### config.mk
export PLATFORM = sky130hd
export DESIGN_NAME = display_conv_ctrl
export DESIGN_NICKNAME = d
export VERILOG_FILES = /design/src/rtl/display_conv_ctrl.sv
export SDC_FILE = /design/constraint.sdc
export NUM_CORES = 1
export LEC_CHECK = 0
export BUFFER_PORTS_ARGS = -buffer_cell sky130_fd_sc_hd__buf_2
export CORE_MARGIN = 1.5
export CORE_UTILIZATION = 30
export DETAILED_ROUTE_END_ITERATION = 16
export GPL_TIMING_DRIVEN = 0
export SKIP_CTS_REPAIR_TIMING = 1
export SLEW_MARGIN = 20
export SYNTH_ARGS = -nofsm -noshare
export SYNTH_HDL_FRONTEND = slang
export SYNTH_SLANG_ARGS = --single-unit
### constraint.sdc
create_clock -name clk -period 2.8 [get_ports clk]
set_input_delay 0.56 -clock clk [delete_from_list [all_inputs] [get_ports clk]]
set_output_delay 0.56 -clock clk [all_outputs]
set_load 0.05 [all_outputs]
### src/rtl/display_conv_ctrl.sv
// display_conv_ctrl: round-robin arbiter for two value sources that share a
// four-digit seven-segment display. The granted binary value is converted to
// BCD with an iterative shift-add-3 (double dabble) datapath, one bit per clock.
// The converted digits are then registered onto active-low segment outputs.
// Optional feature macro: LEADING_ZERO_BLANK_EN.
// When it is defined, zero digits above the most significant non-zero digit
// are blanked. display0 is never blanked.
module display_conv_ctrl #(
    parameter int WIDTH = 10
) (
    input  logic             clk,
    input  logic             rst,
    input  logic             req0,
    input  logic [WIDTH-1:0] val0,
    input  logic             req1,
    input  logic [WIDTH-1:0] val1,
    output logic             ack0,
    output logic             ack1,
    output logic             busy,
    output logic             done,
    output logic             src,
    output logic [6:0]       display0,
    output logic [6:0]       display1,
    output logic [6:0]       display2,
    output logic [6:0]       display3
);

    localparam logic [6:0] SEG_DASH  = 7'b0111111;
    localparam logic [6:0] SEG_BLANK = 7'b1111111;
    localparam logic [3:0] LAST_CNT  = 4'(WIDTH - 1);

    typedef enum logic [1:0] {
        ST_IDLE,
        ST_LOAD,
        ST_SHIFT,
        ST_DONE
    } state_t;

    // Active-low {g,f,e,d,c,b,a}; anything outside 0..9 shows a dash
    function automatic logic [6:0] seg_encode(input logic [3:0] d);
        logic [6:0] s;
        case (d)
            4'd0:    s = 7'b1000000;
            4'd1:    s = 7'b1111001;
            4'd2:    s = 7'b0100100;
            4'd3:    s = 7'b0110000;
            4'd4:    s = 7'b0011001;
            4'd5:    s = 7'b0010010;
            4'd6:    s = 7'b0000010;
            4'd7:    s = 7'b1011000;
            4'd8:    s = 7'b0000000;
            4'd9:    s = 7'b0010000;
            default: s = SEG_DASH;
        endcase
        return s;
    endfunction

    state_t           state_reg;
    logic             ptr_reg;      // 0: requester 0 wins a tie, 1: requester 1 wins
    logic             grant_reg;
    logic             ack0_reg;
    logic             ack1_reg;
    logic             busy_reg;
    logic             done_reg;
    logic             src_reg;
    logic [WIDTH-1:0] bin_reg;
    logic [15:0]      bcd_reg;
    logic [3:0]       cnt_reg;
    logic [6:0]       display_reg [4];

    logic             grant_sel;
    logic [14:0]      bcd_adj;
    logic [15:0]      bcd_next;
    logic [WIDTH-1:0] bin_next;
    logic [3:0]       digit [4];
    logic [3:0]       blank;
    logic [6:0]       seg_next [4];

    // A tie goes to the pointer; otherwise to whichever requester is asking
    assign grant_sel = (req0 && req1) ? ptr_reg : req1;

    // Add-3 correction on each BCD nibble that is 5 or more
    genvar gi;
    generate
        for (gi = 0; gi < 3; gi++) begin : g_adj
            assign bcd_adj[gi*4 +: 4] = (bcd_reg[gi*4 +: 4] >= 4'd5) ?
                                        bcd_reg[gi*4 +: 4] + 4'd3 :
                                        bcd_reg[gi*4 +: 4];
        end
    endgenerate

    // The thousands nibble loses its top bit in the shift, so only three bits are kept
    assign bcd_adj[14:12] = (bcd_reg[15:12] >= 4'd5) ? bcd_reg[14:12] + 3'd3 :
                                                       bcd_reg[14:12];

    // One left shift of the concatenation {bcd, bin}
    assign bcd_next = {bcd_adj, bin_reg[WIDTH-1]};
    assign bin_next = {bin_reg[WIDTH-2:0], 1'b0};

    // Segment patterns computed from the post-shift BCD, loaded on the final shift
    generate
        for (gi = 0; gi < 4; gi++) begin : g_seg
            assign digit[gi]    = bcd_next[gi*4 +: 4];
            assign seg_next[gi] = blank[gi] ? SEG_BLANK : seg_encode(digit[gi]);
        end
    endgenerate

`ifdef LEADING_ZERO_BLANK_EN
    // A digit blanks only if it and every digit above it are zero
    assign blank[3] = (digit[3] == 4'd0);
    assign blank[2] = blank[3] && (digit[2] == 4'd0);
    assign blank[1] = blank[2] && (digit[1] == 4'd0);
    assign blank[0] = 1'b0;
`else
    assign blank = 4'b0000;
`endif

    // Control FSM with the conversion datapath and registered outputs
    always_ff @(posedge clk) begin
        if (rst) begin
            state_reg <= ST_IDLE;
            ptr_reg   <= 1'b0;
            grant_reg <= 1'b0;
            ack0_reg  <= 1'b0;
            ack1_reg  <= 1'b0;
            busy_reg  <= 1'b0;
            done_reg  <= 1'b0;
            src_reg   <= 1'b0;
            bin_reg   <= '0;
            bcd_reg   <= '0;
            cnt_reg   <= '0;
            for (int i = 0; i < 4; i++) begin
                display_reg[i] <= SEG_DASH;
            end
        end else begin
            ack0_reg <= 1'b0;
            ack1_reg <= 1'b0;
            done_reg <= 1'b0;
            case (state_reg)
                ST_IDLE: begin
                    // The value is captured on the grant edge, so val may change once ack is seen
                    if (req0 || req1) begin
                        grant_reg <= grant_sel;
                        ptr_reg   <= ~grant_sel;
                        bin_reg   <= grant_sel ? val1 : val0;
                        bcd_reg   <= '0;
                        ack0_reg  <= ~grant_sel;
                        ack1_reg  <= grant_sel;
                        busy_reg  <= 1'b1;
                        state_reg <= ST_LOAD;
                    end
                end
                ST_LOAD: begin
                    cnt_reg   <= '0;
                    state_reg <= ST_SHIFT;
                end
                ST_SHIFT: begin
                    bcd_reg <= bcd_next;
                    bin_reg <= bin_next;
                    cnt_reg <= cnt_reg + 4'd1;
                    if (cnt_reg == LAST_CNT) begin
                        for (int i = 0; i < 4; i++) begin
                            display_reg[i] <= seg_next[i];
                        end
                        src_reg   <= grant_reg;
                        done_reg  <= 1'b1;
                        state_reg <= ST_DONE;
                    end
                end
                ST_DONE: begin
                    busy_reg  <= 1'b0;
                    state_reg <= ST_IDLE;
                end
                default: begin
                    state_reg <= ST_IDLE;
                end
            endcase
        end
    end

    assign ack0     = ack0_reg;
    assign ack1     = ack1_reg;
    assign busy     = busy_reg;
    assign done     = done_reg;
    assign src      = src_reg;
    assign display0 = display_reg[0];
    assign display1 = display_reg[1];
    assign display2 = display_reg[2];
    assign display3 = display_reg[3];

endmodule

==> results.sh <==
export IMPL_vias_per_cell=5.01
export IMPL_num_rows=39
export IMPL_slew_headroom_pct=53.7
export IMPL_firstDrtPassIters=4
export IMPL_die_y_microns=111
export IMPL_area_growth_pct=21.2
export IMPL_drtIter0Drc=101
export IMPL_final_max_slew_viol_count=0
export IMPL_power_total_uw=2860
export IMPL_grt_pass1_wl_microns=13300
export IMPL_vias=2919
export IMPL_grt_most_used_layer="met2"
export IMPL_cts_max_level=3
export IMPL_overflow=0
export IMPL_fin_ws_ps=454
export IMPL_setup_viol=0
export IMPL_ys_flop_type="dfxtp_1"
export IMPL_fmax_ghz=0.426
export IMPL_rsz0062_at_grt="no"
export IMPL_arrival_ps=2400
export IMPL_routed_wl_microns=7690
export IMPL_gp_congestion=0.816
export IMPL_synth_edff_count=28
export IMPL_diodes=0
export IMPL_ys_seq_area_share_pct=46.0
export IMPL_nFillCells=1186
export IMPL_cts_buffers=9
export IMPL_detail_route_antenna_nets=0
export IMPL_yosysUniqueCellTypes=46
export IMPL_grt_pass1_vias=2895
export IMPL_fin_nets=478
export IMPL_setup_worst_path_end_class="register"
export IMPL_yosysWarnings=0
export IMPL_synth_avg_cell_area_sq_um=9.57
export IMPL_met1_usage_pct=15.5
export IMPL_layout_drive_gt1_share_pct=22.3
export IMPL_ys_seq_elements=67
export IMPL_async_flop_share_pct=0
export IMPL_numClockSinks=67
export IMPL_coreArea_sq_mm=0.0114
export IMPL_crit_chain="inv_1 -> ha_1 -> nand2b_4 -> nor3b_1 -> a21oi_1 -> inv_1 -> ha_1 -> a21oi_1 -> o21ai_0"
export IMPL_fin_setup_tns_ps=0
export IMPL_netlist_area_sq_mm=0.00352
export IMPL_wire_per_inst_microns=13.2
export IMPL_leakagePower_uw=0.00172
export IMPL_grt_met2_usage_pct=22.1
export IMPL_dieArea_sq_mm=0.0124
export IMPL_crit_required_ps=2850
export IMPL_synth_nets=411
export IMPL_ir_drop_v=0.000354
export IMPL_hold_viol_final=0
export IMPL_grt_usage_pct=13.2
export IMPL_worstMarginPinSlew_ps=694
export IMPL_cpMaxStageDelayCell="dfxtp_1"
export IMPL_clock_path_buffers=2
export IMPL_post_route_period_util_pct=83.8
export IMPL_io_pins=57
export IMPL_port_buffers=56
export IMPL_cap_violations=0
export IMPL_hpwl_microns=5720
export IMPL_drc_errors=0
export IMPL_grt_max_degree=29
export IMPL_hold_slack_ps=452
export IMPL_status="completed"
export IMPL_root_buffer="clkbuf_16"
export IMPL_slowest_delay_ps=410
export IMPL_initial_utilization_pct=30.9
export IMPL_die_x_microns=111
export IMPL_largest_register_ff_count=28
export IMPL_fin_skew_ps=4.80
export IMPL_antenna_found_initial=0
export IMPL_clk_pin_slew_ps=60
export IMPL_syn_inst=368
export IMPL_p_per_area_mw_per_mm2=671
export IMPL_worstPathMaxFanout=5
export IMPL_clk_latency_ps=330
export IMPL_criticalPathCategory="reg2reg"
export IMPL_start_kind="register"
export IMPL_period_minus_slack_ps=2350
export IMPL_final_core_utilization_pct=37.4
export IMPL_cts_tree="built"
export IMPL_preCtsSetupSlack_ps=488
export IMPL_met3_usage_pct=3.05
export IMPL_hold_class="reg2reg"
-- where the power goes --
| group | total (uW) | internal [uW] | switching [uW] | leakage, uW |
|---|---|---|---|---|
| registers | 1170 | 1110 | 62.8 | 0.000521 |
| clock network | 1090 | 681 | 409 | 0.000140 |
| logic | 601 | 209 | 392 | 0.00106 |
-- worst max-delay path, delay by kind of cell (launching register included) --
family | cells | cell delay, ps
compound gates | 3 | 570
fa+ha+maj | 2 | 530
buf+inv | 2 | 270
flops | 1 | 410
simple gates | 2 | 300
-- logic make-up after synthesis --
group / synth area share (%)
AOI/OAI and AO/OA: 21.0
xor gates and xnor gates: 0.994
adders and majority gates: 6.75
muxes: 6.96
DFF: 46.0
buffers and inverters: 4.55
and+or+nand+nor: 13.7
-- per-layer routing --
metal	routed length [microns]	part of all wire, %
met1	3570	46
met2	3490	45
met3	384	5.0
met4	249	3.2
met5	0	0
-- stage by stage --
stage / instance area, sq um / std cells
floorplan: 3520 / 368
global placement: 3980 / 567
detailed placement: 3990 / 567
CTS: 4270 / 583
global route: 4270 / 583
finish: 4270 / 583
-- synthesized netlist by cell type, types with 5 or more instances --
cell      count  share of area (%)
mux2i_1      14                4.0
edfxtp_1     28                 24
dfxtp_1      39                 22
nand2b_1      7                1.2
a22oi_1      19                4.0
nand2_1      29                3.1
o21ai_1       5               0.71
o21ai_0      21                3.0
mux2_2        8                2.6
o21a_1        6                1.3
ha_1         19                6.7
inv_1        21                2.2
clkbuf_1      6               0.64
a211o_1       6                1.5
a21oi_1      26                3.7
nor2_1       55                5.9
buf_2         7               0.99
-- area by class of cell --
cell class                      instances  area [sq um]  share of cell area (%)
Buffer                                 16          81.3                    1.90
Clock buffer                           10           229                    5.36
Clock inverter                          6          56.3                    1.32
Inverter                               21          78.8                    1.85
Multi-Input combinational cell        264          1740                    40.8
Sequential cell                        67          1620                    38.0
Tap cell                              143           179                    4.19
Timing Repair Buffer                   56           280                    6.56
-- placed cells by master (no fill, tap or decap), types with 3 or more instances in the layout --
cell and n:
inv_1 21, nand2_1 29, a22oi_1 19, dfxtp_1 39, nor2_1 55, a21oi_2 4
nand2b_1 6, a211oi_1 3, mux2i_1 14, a21oi_1 26, nor3_1 4, o21ai_0 21
o21ai_1 5, buf_2 63, o21a_1 6, edfxtp_1 28, clkinv_2 3, ha_1 19
o211ai_1 4, mux2_2 8, clkbuf_1 7, xnor2_1 4, a211o_1 6, clkbuf_16 9
o221ai_1 3, a222oi_1 3
-- path summary, 6_finish.rpt --
kind,startpoint,endpoint,slack (ps),depth (start not counted)
worst max-delay path,bcd_reg[9]$_SDFFE_PP0P_,display_reg[3][1]$_SDFFCE_PN1P_,450,9
worst min-delay path,bin_reg[6]$_SDFFE_PP0P_,bin_reg[6]$_SDFFE_PP0P_,450,2
worst max register to register,bcd_reg[9]$_SDFFE_PP0P_,display_reg[3][1]$_SDFFCE_PN1P_,450,9
worst min register to register,bin_reg[6]$_SDFFE_PP0P_,bin_reg[6]$_SDFFE_PP0P_,450,2
(Power assumes the default switching activity.)
